**src/rtl/ram_sp_384x32_arb.sv**
```systemverilog
// ram_sp_384x32_arb: two-requester arbiter/sequencer for a shared 384x32 single-port SRAM.
// Round-robin between requesters A and B, with a bounded lock (burst) option. Read data returns
// with a per-requester valid one cycle after the grant. Out-of-range addresses never reach the
// SRAM. They are still granted, and they set the sticky err_o flag.
//
// Ports:
//   clk, rstn                  clock, synchronous active-low reset
//   {a,b}_req_i/_wr_i          access request, 1 = write / 0 = read
//   {a,b}_adr_i/_dat_i         address and write data
//   {a,b}_lock_i               keep ownership for the next access
//   {a,b}_gnt_o                access accepted this cycle
//   {a,b}_rd_vld_o             read data valid, one cycle after the read grant
//   rd_dat_o                   shared read data (zero for out-of-range reads)
//   ram_*                      SRAM address / enables / write data / read data
//   err_o, err_clr_i           sticky out-of-range flag and its clear
module ram_sp_384x32_arb #(
    parameter int unsigned ADR_WD    = 9,
    parameter int unsigned DAT_WD    = 32,
    parameter int unsigned DEPTH     = 384,
    parameter int unsigned MAX_BURST = 8
) (
    input  logic              clk,
    input  logic              rstn,
    input  logic              a_req_i,
    input  logic              a_wr_i,
    input  logic [ADR_WD-1:0] a_adr_i,
    input  logic [DAT_WD-1:0] a_dat_i,
    input  logic              a_lock_i,
    output logic              a_gnt_o,
    output logic              a_rd_vld_o,
    input  logic              b_req_i,
    input  logic              b_wr_i,
    input  logic [ADR_WD-1:0] b_adr_i,
    input  logic [DAT_WD-1:0] b_dat_i,
    input  logic              b_lock_i,
    output logic              b_gnt_o,
    output logic              b_rd_vld_o,
    output logic [DAT_WD-1:0] rd_dat_o,
    output logic [ADR_WD-1:0] ram_adr_o,
    output logic              ram_wr_ena_o,
    output logic [DAT_WD-1:0] ram_wr_dat_o,
    output logic              ram_rd_ena_o,
    input  logic [DAT_WD-1:0] ram_rd_dat_i,
    output logic              err_o,
    input  logic              err_clr_i
);

    localparam logic [3:0]      MaxBurst = 4'(MAX_BURST);
    localparam logic [ADR_WD:0] DepthW   = (ADR_WD+1)'(DEPTH);

    // last_gnt: 0 = A, 1 = B. While owner_vld is set, the owner is always last_gnt.
    logic       last_gnt_q, last_gnt_d;
    logic       owner_vld_q, owner_vld_d;
    logic [3:0] burst_cnt_q, burst_cnt_d;
    logic       rd_pend_a_q, rd_pend_a_d;
    logic       rd_pend_b_q, rd_pend_b_d;
    logic       rd_oor_q, rd_oor_d;
    logic       err_q, err_d;

    logic              owner_req;
    logic              lock_act;
    logic              gnt_a, gnt_b, any_gnt;
    logic              sel_wr, sel_lock, in_range;
    logic [ADR_WD-1:0] sel_adr;

    always_comb begin
        owner_req = last_gnt_q ? b_req_i : a_req_i;
        // An active lock forces the grant to the owner until the burst budget runs out.
        lock_act  = owner_vld_q && owner_req && (burst_cnt_q < MaxBurst);

        gnt_a = 1'b0;
        gnt_b = 1'b0;
        if (rstn) begin
            if (lock_act) begin
                gnt_a = !last_gnt_q;
                gnt_b = last_gnt_q;
            end else if (a_req_i && b_req_i) begin
                gnt_a = last_gnt_q;
                gnt_b = !last_gnt_q;
            end else begin
                gnt_a = a_req_i;
                gnt_b = b_req_i;
            end
        end
        any_gnt = gnt_a || gnt_b;

        sel_wr   = gnt_b ? b_wr_i   : a_wr_i;
        sel_adr  = gnt_b ? b_adr_i  : a_adr_i;
        sel_lock = gnt_b ? b_lock_i : a_lock_i;
        in_range = {1'b0, sel_adr} < DepthW;
    end

    always_comb begin
        a_gnt_o      = gnt_a;
        b_gnt_o      = gnt_b;
        ram_wr_ena_o = any_gnt && in_range && sel_wr;
        ram_rd_ena_o = any_gnt && in_range && !sel_wr;
        // Bus idles on requester A whenever nothing legal is issued.
        ram_adr_o    = (gnt_b && in_range) ? b_adr_i : a_adr_i;
        ram_wr_dat_o = (gnt_b && in_range) ? b_dat_i : a_dat_i;
        a_rd_vld_o   = rd_pend_a_q && rstn;
        b_rd_vld_o   = rd_pend_b_q && rstn;
        rd_dat_o     = rd_oor_q ? '0 : ram_rd_dat_i;
        err_o        = err_q && rstn;
    end

    always_comb begin
        last_gnt_d  = last_gnt_q;
        owner_vld_d = 1'b0;
        burst_cnt_d = 4'd0;
        if (any_gnt) begin
            last_gnt_d = gnt_b;
            if (sel_lock) begin
                owner_vld_d = 1'b1;
                // lock_act with a grant means the granted requester is the current owner.
                burst_cnt_d = lock_act ? burst_cnt_q + 4'd1 : 4'd1;
            end
        end
        rd_pend_a_d = gnt_a && !a_wr_i;
        rd_pend_b_d = gnt_b && !b_wr_i;
        rd_oor_d    = any_gnt && !sel_wr && !in_range;
        // Set wins over a simultaneous clear.
        if (any_gnt && !in_range) begin
            err_d = 1'b1;
        end else if (err_clr_i) begin
            err_d = 1'b0;
        end else begin
            err_d = err_q;
        end
    end

    always_ff @(posedge clk) begin
        if (!rstn) begin
            last_gnt_q  <= 1'b1;
            owner_vld_q <= 1'b0;
            burst_cnt_q <= 4'd0;
            rd_pend_a_q <= 1'b0;
            rd_pend_b_q <= 1'b0;
            rd_oor_q    <= 1'b0;
            err_q       <= 1'b0;
        end else begin
            last_gnt_q  <= last_gnt_d;
            owner_vld_q <= owner_vld_d;
            burst_cnt_q <= burst_cnt_d;
            rd_pend_a_q <= rd_pend_a_d;
            rd_pend_b_q <= rd_pend_b_d;
            rd_oor_q    <= rd_oor_d;
            err_q       <= err_d;
        end
    end

endmodule

```
**config.mk**
```make
export PLATFORM = sky130hd
export DESIGN_NAME = ram_sp_384x32_arb
export DESIGN_NICKNAME = d
export VERILOG_FILES = /design/src/rtl/ram_sp_384x32_arb.sv
export SDC_FILE = /design/constraint.sdc
export NUM_CORES = 1
export LEC_CHECK = 0
export CORE_AREA = 2 2 78 80
export CTS_CLUSTER_DIAMETER = 120
export DETAILED_ROUTE_END_ITERATION = 7
export DIE_AREA = 0 0 80 82
export DONT_BUFFER_PORTS = 1
export GPL_ROUTABILITY_DRIVEN = 0
export PLACE_DENSITY = 0.44
export SETUP_SLACK_MARGIN = 0.15
export SYNTH_ARGS = -nofsm -noshare
export SYNTH_HDL_FRONTEND = slang
export SYNTH_SLANG_ARGS = --single-unit
export TNS_END_PERCENT = 30
```
**constraint.sdc**
```tcl
create_clock -name clk -period 6.4 [get_ports clk]
set_clock_uncertainty 0.05 [all_clocks]
set_input_delay 1.92 -clock clk [delete_from_list [all_inputs] [get_ports clk]]
set_output_delay 1.92 -clock clk [all_outputs]
set_load 0.01 [all_outputs]
```
## Word-level counts from Yosys, hierarchy flattened

Index checks and enable logic that the tools add are counted.

| word-level totals | value |
|---|---|
| register bits after elaboration | 10 |
| bits of input ports | 123 |
| output and inout port bits | 80 |
| word-level logic and storage cells | 53 |

| operators by class | value |
|---|---|
| add/subtract/negate cells | 1 |
| magnitude comparators | 2 |
| muxes and demuxes | 17 |
| reduce and logical (&&, ||, !) cells | 25 |

Operators by type and width:

| cell | number |
|---|---|
| two-way mux 32 bit | 2 |
| two-way mux 9 bit | 2 |
| logical AND 1 bit | 15 |
| two-way mux 1 bit | 13 |
| less-than comparator 9 bit, second input constant | 1 |
| zero test 1 bit | 5 |
| adder 4 x 1 -> 4 bit, second input constant | 1 |
| less-than comparator 4 bit, second input constant | 1 |
| AND reduction 4 bit | 1 |
| AND reduction 3 bit | 1 |
| AND reduction 2 bit | 1 |
| nonzero test 2 bit | 1 |
| logical OR 1 bit | 1 |

## Longest topological paths before layout

Gate-level depths: netlist (run 1).

| depth | value |
|---|---|
| depth after elaboration | 10 |
| gate-level depth with buffers | 7 |
| gate-level depth less buffers | 5 |

## Worst setup path before layout (run 1)

Ideal clock, no wire load.

| timing path | value |
|---|---|
| path kind | input -> output |
| start | in a_req_i |
| end | out ram_wr_dat_o[21] |
| data arrival time | 2.982 ns |
| data required time | 4.430 ns |
| setup slack | 1.448 ns |
| cell stages on the path | 7 |
| path buffers | 2 |
| path through | nand2_1 > o2111ai_1 > inv_2 > nand2_2 > buf_6 > buf_6 > mux2_4 |

| between the ends | value |
|---|---|
| cells in the longest elaborated chain, start to end | 9 |
| elaborated cells on any way between the ends | 11 |
| classes of those cells | 1 x order compare; 6 x mux; 4 x reduce/logical |

RTL lines:

| item | line | RTL |
|---|---|---|
| start, declared | 24 | `input logic a_req_i,` |
| two-way mux 1 bit | 67 | `owner_req = last_gnt_q ? b_req_i : a_req_i;` |
| logical AND 1 bit (2 in a row) | 69 | `lock_act = owner_vld_q && owner_req && (burst_cnt_q < MaxBurst);` |
| two-way mux 1 bit * | 74 | `if (lock_act) begin` |
| two-way mux 1 bit * | 73 | `if (rstn) begin` |
| net b_gnt_o | 36 | `output logic b_gnt_o,` |
| two-way mux 9 bit | 88 | `sel_adr = gnt_b ? b_adr_i : a_adr_i;` |
| less-than comparator 9 bit | 90 | `in_range = {1'b0, sel_adr} < DepthW;` |
| logical AND 1 bit * | 100 | `ram_wr_dat_o = (gnt_b && in_range) ? b_dat_i : a_dat_i;` |
| two-way mux 32 bit * | 100 |  |
| end, declared | 41 | `output logic [DAT_WD-1:0] ram_wr_dat_o,` |

The timed path passes the listed nets; every way through them passes the cells marked *.

## Worst setup path in the final report (run 1)

| timing path | value |
|---|---|
| start | in a_req_i |
| end | out ram_wr_dat_o[4] |

Same word-level chain as after synthesis.

==> results.py, run 1 <==
metrics = {
    "routing": {
        "dr.first_iter.drc_count": 30,
        "vias": 1069,
        "ant_nets": 0,
        "routed_wl_um": 4017,
        "drc": 0,
        "firstDrtPassIters": 5,
        "wire_per_inst_um": 19.31,
        "vias_per_cell": 5.139,
    },
    "setup_path": {
        "rrSetupSlack_ns": 4.82,
        "r2r-start": "last_gnt_q",
        "reg2reg_to": "burst_cnt_q[2]",
        "critPathArrivalTime_ns": 3.48,
        "end_kind": "output pin",
        "critPathKind": "in -> out",
        "critical-path-max-stage-delay_ns": 0.68,
        "worstRegToRegCells": 5,
        "worstSetupEndpoint": "ram_wr_dat_o[4]",
        "crit_required_ns": 4.43,
        "critPathLaunch": "a_req_i",
        "critPathLaunchType": "input port",
        "crit_slowest_cell": "nand2_2",
        "worst-path-max-fanout": 39,
        "worstPathCellList": "nand2_1, o2111ai_1, inv_2, nand2_2, mux2_2",
    },
    "layout": {
        "final_common_cell": "nor2b_1",
        "final_layout_size_suffix_gt1_frac": 0.3534,
        "fillers": 618,
        "num_antenna_cells": 0,
        "final_cell_mix": "nor2b_1, mux2_2, mux2_4, dfxtp_1, nand2_1",
        "finalNetCount": 259,
        "synthToLayoutAreaGrowth_pct": 7.685,
    },
    "timing": {
        "period_share": 0.8516,
        "timing.fmax_mhz": 183.5,
        "slew_violations": 0,
        "final_hold_viol_count": 0,
        "layout_min_cycle_time_ns": 5.450,
        "timing.hold.ws_ns": 0.4207,
        "finalSetupTns_ns": 0,
        "rsz0062_at_grt": "false",
        "worst_slew_pin_slew_ns": 0.9215,
        "finalSetupViolCount": 0,
        "layout_setup_ws_ns": 0.9499,
        "max_slew_margin": 0.3835,
    },
    "cts": {
        "cts_sinks": 10,
        "clock_path_buffers": 2,
        "clkTransAtPathRegs_ns": 0.04,
        "cts_hold_buf": 0,
        "cts_resized": 0,
        "cts_tree": "yes",
        "clk_latency_ns": 0.23,
        "cts_buffers": 3,
        "cts_root_buf": "clkbuf_8",
        "cts_setup_buffers": 0,
        "htreeDepth": 1,
    },
    "pwr": {
        "powerDensity_nw_per_um2": 158.5,
        "p_leak_uw": 0.0005328,
        "ir_drop_mv": 0.05806,
        "total_power_uw": 211.2,
    },
    "yosys": {
        "synth_top_family_by_area": "multiplexers",
        "ys_seq_area_frac": 0.1618,
        "synth_compound_gate_area_share": 0.09606,
        "ys_ff_latch": 10,
        "syn_nets": 261,
        "synth_cell_types": 33,
        "synthesis.area_um2": 1237,
        "synth.area.mux_share": 0.3943,
        "postSynthAreaPerCell_um2": 9.032,
        "synthAdderAreaFrac": 0.01011,
        "yosys.area_share.simple": 0.2831,
        "yosys_warnings": 0,
        "netlist_instances": 137,
        "synthXorXnorAreaFrac": 0.007078,
    },
    "placement": {
        "pre_cts_ws_ns": 0.9533,
        "hpwl_um": 3503,
        "io_buffers": 0,
    },
    "hold_path": {
        "min_path_type": "reg -> reg",
    },
    "floorplanning": {
        "core_area_um2": 5746,
        "placementRows": 28,
        "io_pins": 203,
        "die_x_um": 80,
        "die_h_um": 82,
        "die_area_um2": 6560,
        "start_util": 0.2154,
    },
    "flow_run": {
        "maxCapViolCount": 0,
    },
    "outcome": {
        "status": "complete, no violations",
    },
    "global_route": {
        "grt_max_degree": 40,
        "grt_pass1_vias": 896,
        "antenna_found_initial": 0,
        "grt_overflow": 0,
        "grt_use_total": 0.09933,
        "grt_pass1_wl_um": 4850,
    },
}
[stage by stage]
step	area, um^2	util	instances
floorplan	1237	-	137
global placement	1291	0.2247	205
detailed placement	1291	0.2247	205
CTS	1333	0.2319	208
global route	1333	0.2319	208
finish	1333	0.2319	208
[routing by layer]
layer / global-route usage / up-vias / wire length (um)
met4: 0.01017 / 0 / 12
met5: 0 / - / 0
met2: 0.1733 / 120 / 1995
met1: 0.1230 / 470 / 1539
li1: - / 477 / -
met3: 0.03297 / 2 / 469
[how the worst min path moves through the flow]
stage / from / cells past startpoint / end
2_1_floorplan: burst_cnt_q[2] / 2 / burst_cnt_q[3]
3_3_place_gp: burst_cnt_q[2] / 2 / burst_cnt_q[3]
3_5_place_dp: burst_cnt_q[2] / 2 / burst_cnt_q[3]
4_1_cts: burst_cnt_q[2] / 2 / burst_cnt_q[3]
5_1_grt: burst_cnt_q[2] / 2 / burst_cnt_q[3]
6_report: burst_cnt_q[2] / 2 / burst_cnt_q[3]
[cell usage after synthesis]
master     count  area (um^2)
mux2_2        30        337.8
nand2b_1       2        12.51
nor3b_1        1        7.510
a22oi_1        1        7.510
buf_2          2        10.01
nor2b_4        1        13.76
o2111ai_1      1        8.760
mux2_4        10        150.1
nor2_1         4        15.01
a21boi_0       1        7.510
nor3_1         3        15.01
xor2_1         1        8.760
clkbuf_1       4        15.01
a31oi_1        1        6.260
a32oi_1        1        8.760
o21ai_0        3        15.01
o21a_1         1        7.510
buf_6          2        22.52
dfxtp_1       10        200.2
o22a_1         3        26.28
inv_1          2        7.510
a32o_1         1        10.01
nand2_1        6        22.52
a21oi_1        2        10.01
nor2b_1       33        206.5
o2111a_1       1        11.26
ha_1           1        12.51
and2_1         3        18.77
nand2_2        1        6.260
inv_2          1        3.750
nand4bb_1      1        11.26
nand4b_1       1        8.760
nand4_1        2        12.51
[power by group]
group	switching (uW)	total, uW	internal, uW
logic	45.0	80.3	35.2
registers	2.91	68.1	65.1
clock network	21.9	62.8	40.9
[worst max-delay path, delay by kind of cell]
kind | cells | cell delay [ns]
buffers and inverters | 1 | 0.11
and+or+nand+nor | 2 | 0.71
muxes | 1 | 0.47
AOI/OAI and AO/OA | 1 | 0.25
[flip-flops by register name, summed over array words and instances, names as in the netlist]
register     flops
rd_pend_a_q      1
last_gnt_q       1
owner_vld_q      1
err_q            1
rd_pend_b_q      1
burst_cnt_q      4
rd_oor_q         1
[area by class of cell]
| type | instances | area [um^2] | area share |
|---|---|---|---|
| flip-flops and latches | 10 | 200.2 | 0.1502 |
| inverters | 3 | 11.26 | 0.008451 |
| repair buffers | 1 | 7.507 | 0.005634 |
| clock buffers | 3 | 41.29 | 0.03099 |
| multi-input cells | 116 | 978.4 | 0.7343 |
| well taps | 75 | 93.84 | 0.07042 |
[logic make-up after synthesis]
logic type | count (synthesis)
adders and majority gates | 1
DFF | 10
buffers and inverters | 11
xor gates and xnor gates | 1
and+or+nand+nor | 58
AOI/OAI and AO/OA | 16
muxes | 40
Note: power is estimated with default switching activity, not from simulation.
==> run 2, diff against run 1 <==
Settings changed: SKIP_LAST_GASP set to 1.
==> results of run 2 <==
The final DEF is identical to that of run 1; final timing and power are the same.
